**src/rtl/sensor_poll_sequencer.sv**
```systemverilog
// Sensor poll sequencer: on each rising edge of the 10 Hz divider output,
// advances mission time and polls every sensor over REQ/ACK with a timeout.
//
// Ports:
//   CLK_1MHZ_IN   in   system clock, rising edge
//   RESET         in   asynchronous active-high reset
//   CLK_10HZ_IN   in   10 Hz divider output, same clock domain
//   SENSOR_ACK    in   per-sensor acknowledge (selected bit only)
//   SENSOR_REQ    out  registered one-hot-or-zero poll request
//   SEQ_BUSY      out  high whenever the sequencer is not idle
//   FRAME_DONE    out  one-cycle pulse at the end of each frame
//   TIMEOUT_MASK  out  sensors that timed out in the last frame
//   OVERRUN       out  sticky: tick arrived while busy
//   MISSION_TIME  out  10 Hz tick count since reset
//   FRAME_COUNT   out  completed frame count
module sensor_poll_sequencer #(
    parameter int NUM_SENSORS    = 4,
    parameter int TIMEOUT_CYCLES = 1000
) (
    input  logic                   CLK_1MHZ_IN,
    input  logic                   RESET,
    input  logic                   CLK_10HZ_IN,
    input  logic [NUM_SENSORS-1:0] SENSOR_ACK,
    output logic [NUM_SENSORS-1:0] SENSOR_REQ,
    output logic                   SEQ_BUSY,
    output logic                   FRAME_DONE,
    output logic [NUM_SENSORS-1:0] TIMEOUT_MASK,
    output logic                   OVERRUN,
    output logic [31:0]            MISSION_TIME,
    output logic [15:0]            FRAME_COUNT
);

    localparam int IW = (NUM_SENSORS > 1) ? $clog2(NUM_SENSORS) : 1;
    localparam logic [IW-1:0] LAST  = IW'(NUM_SENSORS - 1);
    localparam logic [15:0]   TLAST = 16'(TIMEOUT_CYCLES - 1);
    localparam logic [NUM_SENSORS-1:0] ONE = NUM_SENSORS'(1);

    typedef enum logic [1:0] {
        IDLE = 2'd0,
        REQ  = 2'd1,
        GAP  = 2'd2,
        DONE = 2'd3
    } state_t;

    state_t                 state, state_n;
    logic [IW-1:0]          idx, idx_n;
    logic [15:0]            timer, timer_n;
    logic [NUM_SENSORS-1:0] wmask, wmask_n;
    logic [NUM_SENSORS-1:0] mask_n;
    logic [NUM_SENSORS-1:0] req_n;
    logic [31:0]            mtime_n;
    logic [15:0]            fcount_n;
    logic                   overrun_n;
    logic                   clk10_d;
    logic                   tick;
    logic                   leave;

    always_ff @(posedge CLK_1MHZ_IN or posedge RESET) begin
        if (RESET) begin
            state        <= IDLE;
            idx          <= '0;
            timer        <= '0;
            wmask        <= '0;
            clk10_d      <= 1'b1;
            SENSOR_REQ   <= '0;
            TIMEOUT_MASK <= '0;
            OVERRUN      <= 1'b0;
            MISSION_TIME <= '0;
            FRAME_COUNT  <= '0;
        end else begin
            state        <= state_n;
            idx          <= idx_n;
            timer        <= timer_n;
            wmask        <= wmask_n;
            clk10_d      <= CLK_10HZ_IN;
            SENSOR_REQ   <= req_n;
            TIMEOUT_MASK <= mask_n;
            OVERRUN      <= overrun_n;
            MISSION_TIME <= mtime_n;
            FRAME_COUNT  <= fcount_n;
        end
    end

    always_comb begin
        tick      = CLK_10HZ_IN & ~clk10_d;
        state_n   = state;
        idx_n     = idx;
        timer_n   = timer;
        wmask_n   = wmask;
        mask_n    = TIMEOUT_MASK;
        fcount_n  = FRAME_COUNT;
        mtime_n   = MISSION_TIME + 32'(tick);
        // A tick during a frame is dropped; the frame runs on.
        overrun_n = OVERRUN | (tick & (state != IDLE));
        leave     = 1'b0;

        unique case (state)
            IDLE: begin
                if (tick) begin
                    state_n = REQ;
                    idx_n   = '0;
                    timer_n = '0;
                    wmask_n = '0;
                end
            end
            REQ: begin
                // Ack beats a timeout landing on the same edge.
                if (SENSOR_ACK[idx]) begin
                    leave = 1'b1;
                end else if (timer == TLAST) begin
                    wmask_n[idx] = 1'b1;
                    leave        = 1'b1;
                end else begin
                    timer_n = timer + 16'd1;
                end
                if (leave) begin
                    state_n = (idx == LAST) ? DONE : GAP;
                end
            end
            GAP: begin
                idx_n   = idx + IW'(1);
                timer_n = '0;
                state_n = REQ;
            end
            DONE: begin
                mask_n   = wmask;
                fcount_n = FRAME_COUNT + 16'd1;
                state_n  = IDLE;
            end
            default: state_n = IDLE;
        endcase

        // Request is registered from the next state so it
        // lines up with the state it belongs to.
        req_n = (state_n == REQ) ? (ONE << idx_n) : '0;
    end

    assign SEQ_BUSY   = (state != IDLE);
    assign FRAME_DONE = (state == DONE);

endmodule

```
**config.mk**
```make
export PLATFORM = sky130hd
export DESIGN_NAME = sensor_poll_sequencer
export DESIGN_NICKNAME = d
export VERILOG_FILES = /design/src/rtl/sensor_poll_sequencer.sv
export SDC_FILE = /design/constraint.sdc
export NUM_CORES = 1
export LEC_CHECK = 0
export CAP_MARGIN = 20
export CORE_ASPECT_RATIO = 1.2
export CORE_MARGIN = 5
export CORE_UTILIZATION = 30
export CTS_CLUSTER_SIZE = 30
export DETAILED_ROUTE_END_ITERATION = 12
export HOLD_SLACK_MARGIN = 0.15
export PLACE_DENSITY = 0.58
export RECOVER_POWER = 50
export SETUP_SLACK_MARGIN = 0.2
export SYNTH_ARGS = -nofsm -noshare
export SYNTH_HDL_FRONTEND = slang
export SYNTH_SLANG_ARGS = --single-unit
```
**constraint.sdc**
```tcl
create_clock -name CLK_1MHZ_IN -period 3.8 [get_ports CLK_1MHZ_IN]
set_clock_uncertainty 0.2 [all_clocks]
set_input_delay 0.76 -clock CLK_1MHZ_IN [delete_from_list [all_inputs] [get_ports CLK_1MHZ_IN]]
set_output_delay 0.76 -clock CLK_1MHZ_IN [all_outputs]
set_load 0.02 [all_outputs]
```
==> summary.md <==
| Metric | Value |
|---|---|
| Crit path depth | 9 |
| Slowest cell on crit path | or4_1 |
| Hold Crit Class | reg2reg |
| Fillers | between 1000 and 1500 |
| Mapped Nets | around 350 |
| Total routed wirelength | 8.394 mm |
| Leakage | approximately 2.1 nW |
| Pre-Repair DR Iteration Count | 4 |
| Layout Nets | 423 |
| Total negative slack | 0 ps |
| Period utilization | between 80% and 90% |
| Die ar. | between 0.01 and 0.015 mm2 |
| Commonest non-fill, non-tap cell in the layout | dfrtp_1 |
| Critical path, cell by cell | dlygate4sd3_1 > nand2b_1 > inv_1 > ha_1 > ha_1 > inv_1 > or4_1 > nor4_1 > xor2_1 |
| Critical path arrival | roughly 3100 ps |
| Total power | around 0.0025 W |
| Yosys top cell area share | 54.11% |
| Crit start category | input pin |
| Worst Tran Pin Value | around 2000 ps |
| Number of unique standard cell types used by synthesis | 43 |
| Initial Util | slightly above 30% |
| CP bufs+invs | 3 |
| # diodes | 0 |
| Vias in the first global route | 2906 |
| # DRC | 0 |
| Tmin final | 3064 ps |
| Cell Area, Synth | 0.003746 mm2 |
| Layout area overhead | 30.23% |
| Iter 0 DRT Violations | 94 |
| # rows | 44 |
| Seq/Total Area, Yosys | around 55% |
| Failing checks | max-capacitance violations, max-slew violations |
| Initial antenna violation count | 0 |
| Die height | around 130 um |
| Most frequent cells in the layout | dfrtp_1 (81), clkdlybuf4s50_1 (63), xnor2_1 (31) |
| CP endpoint kind | flop |
| Worst reg2reg path depth | 8 |
| Gate Count Post-Synth | about 340 |
| Critical Path RT | just under 4000 ps |
| CTS tree | built |
| Crit-path max cell delay | roughly 600 ps |
| Final WS setup | about 740 ps |
| Root buffer cell | clkbuf_16 |
| Share of post-route cells with drive strength above 1 | ~7.3% |
| Io pins | 66 |
| Post-CTS Repair Setup Buffers | 0 |
| GPL Wtd Cong | 0.8268 |
| GR Overflow Total | 0 |
| DRT antenna net count | 0 |
| Placement Setup Slack | around 470 ps |
| Max Clk Rate | roughly 330 MHz |
| Synth area leader | dfrtp_1 |
| Synth warn | 0 |
| Setup CP Type | in2reg |
| FF+latch count, synth | between 80 and 90 |
| Clk sinks | between 80 and 90 |
| Peak VDD IR | 0.2376 mV |
| PwrDens | slightly above 500 mW/mm2 |
| Slew Limit Fails | 45 |
| CTS Buf Count | 9 |
| Fin. Hold Viols | 0 |
| Bufs on Longest Clock Path | 2 |
| Max_cap viols | 1 |
| H-tree depth | 3 |
| Final setup viols | 0 |
| Slew headroom | -33.98% |
| Vias post-DR | roughly 2900 |
| Resized cells post-CTS | 0 |
| Worst hold slack | roughly 270 ps |
| Worst path top cell family by delay | simple AND/OR/NAND/NOR gates |
| Global-route usage over all layers | a little under an eighth |
| Syn Area/Cell | around 11 um2 |
| CORE AREA | around 0.012 mm2 |
| Die width | 112.0 um |
| Hold buffer count at cts | 0 |
| Critical path peak fanout | 5 |
| Outcome | complete, but fails checks |
| Largest net degree at the start of global routing | 46 |
| Worst hold path depth | 1 |
| Input/output buffers | 65 |
| First-pass GRT wire length | ~14 mm |
| Detailed placement HPWL | a little over 6 mm |
| Area contributors post-synth | dfrtp_1 (54%), xnor2_1 (7.2%), nand3_1 (3.6%) |
| Worst-Skew Late Latency | between 300 and 400 ps |
| WL per Instance | about 15 um |
| Clock transition at path regs | about 60 ps |
| Drt via density | between 5 and 6 |
| RSZ-0062 raised after global routing | false |
-- final cells by class --
type                    count  area, um2  area share [%]
flip-flops and latches     82       2053           42.09
multi-input cells         234       1612           33.03
clock inverters             5      30.03          0.6155
well taps                 161      201.4           4.129
inverters                  12      46.29          0.9490
clock buffers              11      242.7           4.976
repair buffers             69      693.2           14.21
-- flip-flops by register name (all words and copies together) (netlist names) --
signal / cells
MISSION_TIME: 32
FRAME_COUNT: 16
timer: 16
SENSOR_REQ: 4
TIMEOUT_MASK: 4
wmask: 4
idx: 2
state: 2
OVERRUN: 1
clk10_d: 1
-- cell families (layout without fill, tap and decap cells) --
| family | count (synthesis) | count (layout) | synth area share (%) |
|---|---|---|---|
| simple gates | 130 | 130 | 19.47 |
| flops | 82 | 82 | 54.81 |
| xor+xnor | 45 | 45 | 10.52 |
| compound gates | 40 | 40 | 7.181 |
| buf+inv | 21 | 97 | 2.171 |
| mux | 11 | 11 | 3.173 |
| fa+ha+maj | 8 | 8 | 2.672 |
-- layer usage --
layer	wire [um]	part of all wire (%)	track usage, %
met1	3775	45	14.77
met2	4131	49	19.60
met3	393	4.7	3.152
met4	94	1.1	4.609
met5	0	0	0
-- synth_stat cells (all sizes together) --
library cell / count
dfrtp: 81
xnor2: 31
nand3: 27
nand2: 25
nand4: 19
a21oi: 14
xor2: 14
inv: 11
nor3: 11
nor4: 9
or4: 9
ha: 8
and3: 7
mux2: 7
nor2: 7
o31ai: 7
and4: 6
clkbuf: 6
a22o: 4
mux2i: 4
buf: 3
o21ai: 3
a21o: 2
and2: 2
o311ai: 2
o41ai: 2
or3: 2
a211oi: 1
a22oi: 1
a31o: 1
and3b: 1
clkinv: 1
dfstp: 1
nand2b: 1
nand3b: 1
nor3b: 1
nor4bb: 1
o21bai: 1
o22a: 1
o22ai: 1
or3b: 1
-- through the flow --
| stage | instance area (um2) | std cells | util, % |
|---|---|---|---|
| after global placement | 4606 | 558 | 37.85 |
| after global routing | 4878 | 574 | 40.10 |
| final | 4878 | 574 | 40.10 |
| after floorplan | 3746 | 337 | - |
| after CTS | 4878 | 574 | 40.10 |
| after detailed placement | 4606 | 558 | 37.85 |
-- worst paths after layout --
| check | start | endpoint | slack (ps) |
|---|---|---|---|
| min in group asynchronous | RESET | FRAME_COUNT[14] | 1210 |
| min reg2reg | FRAME_COUNT[15] | FRAME_COUNT[15] | 270 |
| max reg2reg | clk10_d | MISSION_TIME[28] | 1300 |
| max | CLK_10HZ_IN | MISSION_TIME[28] | 740 |
| min | FRAME_COUNT[15] | FRAME_COUNT[15] | 270 |
| max in group asynchronous | RESET | clk10_d | 1230 |
-- where the power goes --
part	internal, W	total (W)	switching (W)
registers	0.000961	0.00110	0.000135
logic	0.000240	0.000559	0.000320
clock network	0.000457	0.000797	0.000340
total	0.00166	0.00245	0.000795
Note: power is estimated with default switching activity, not from simulation.
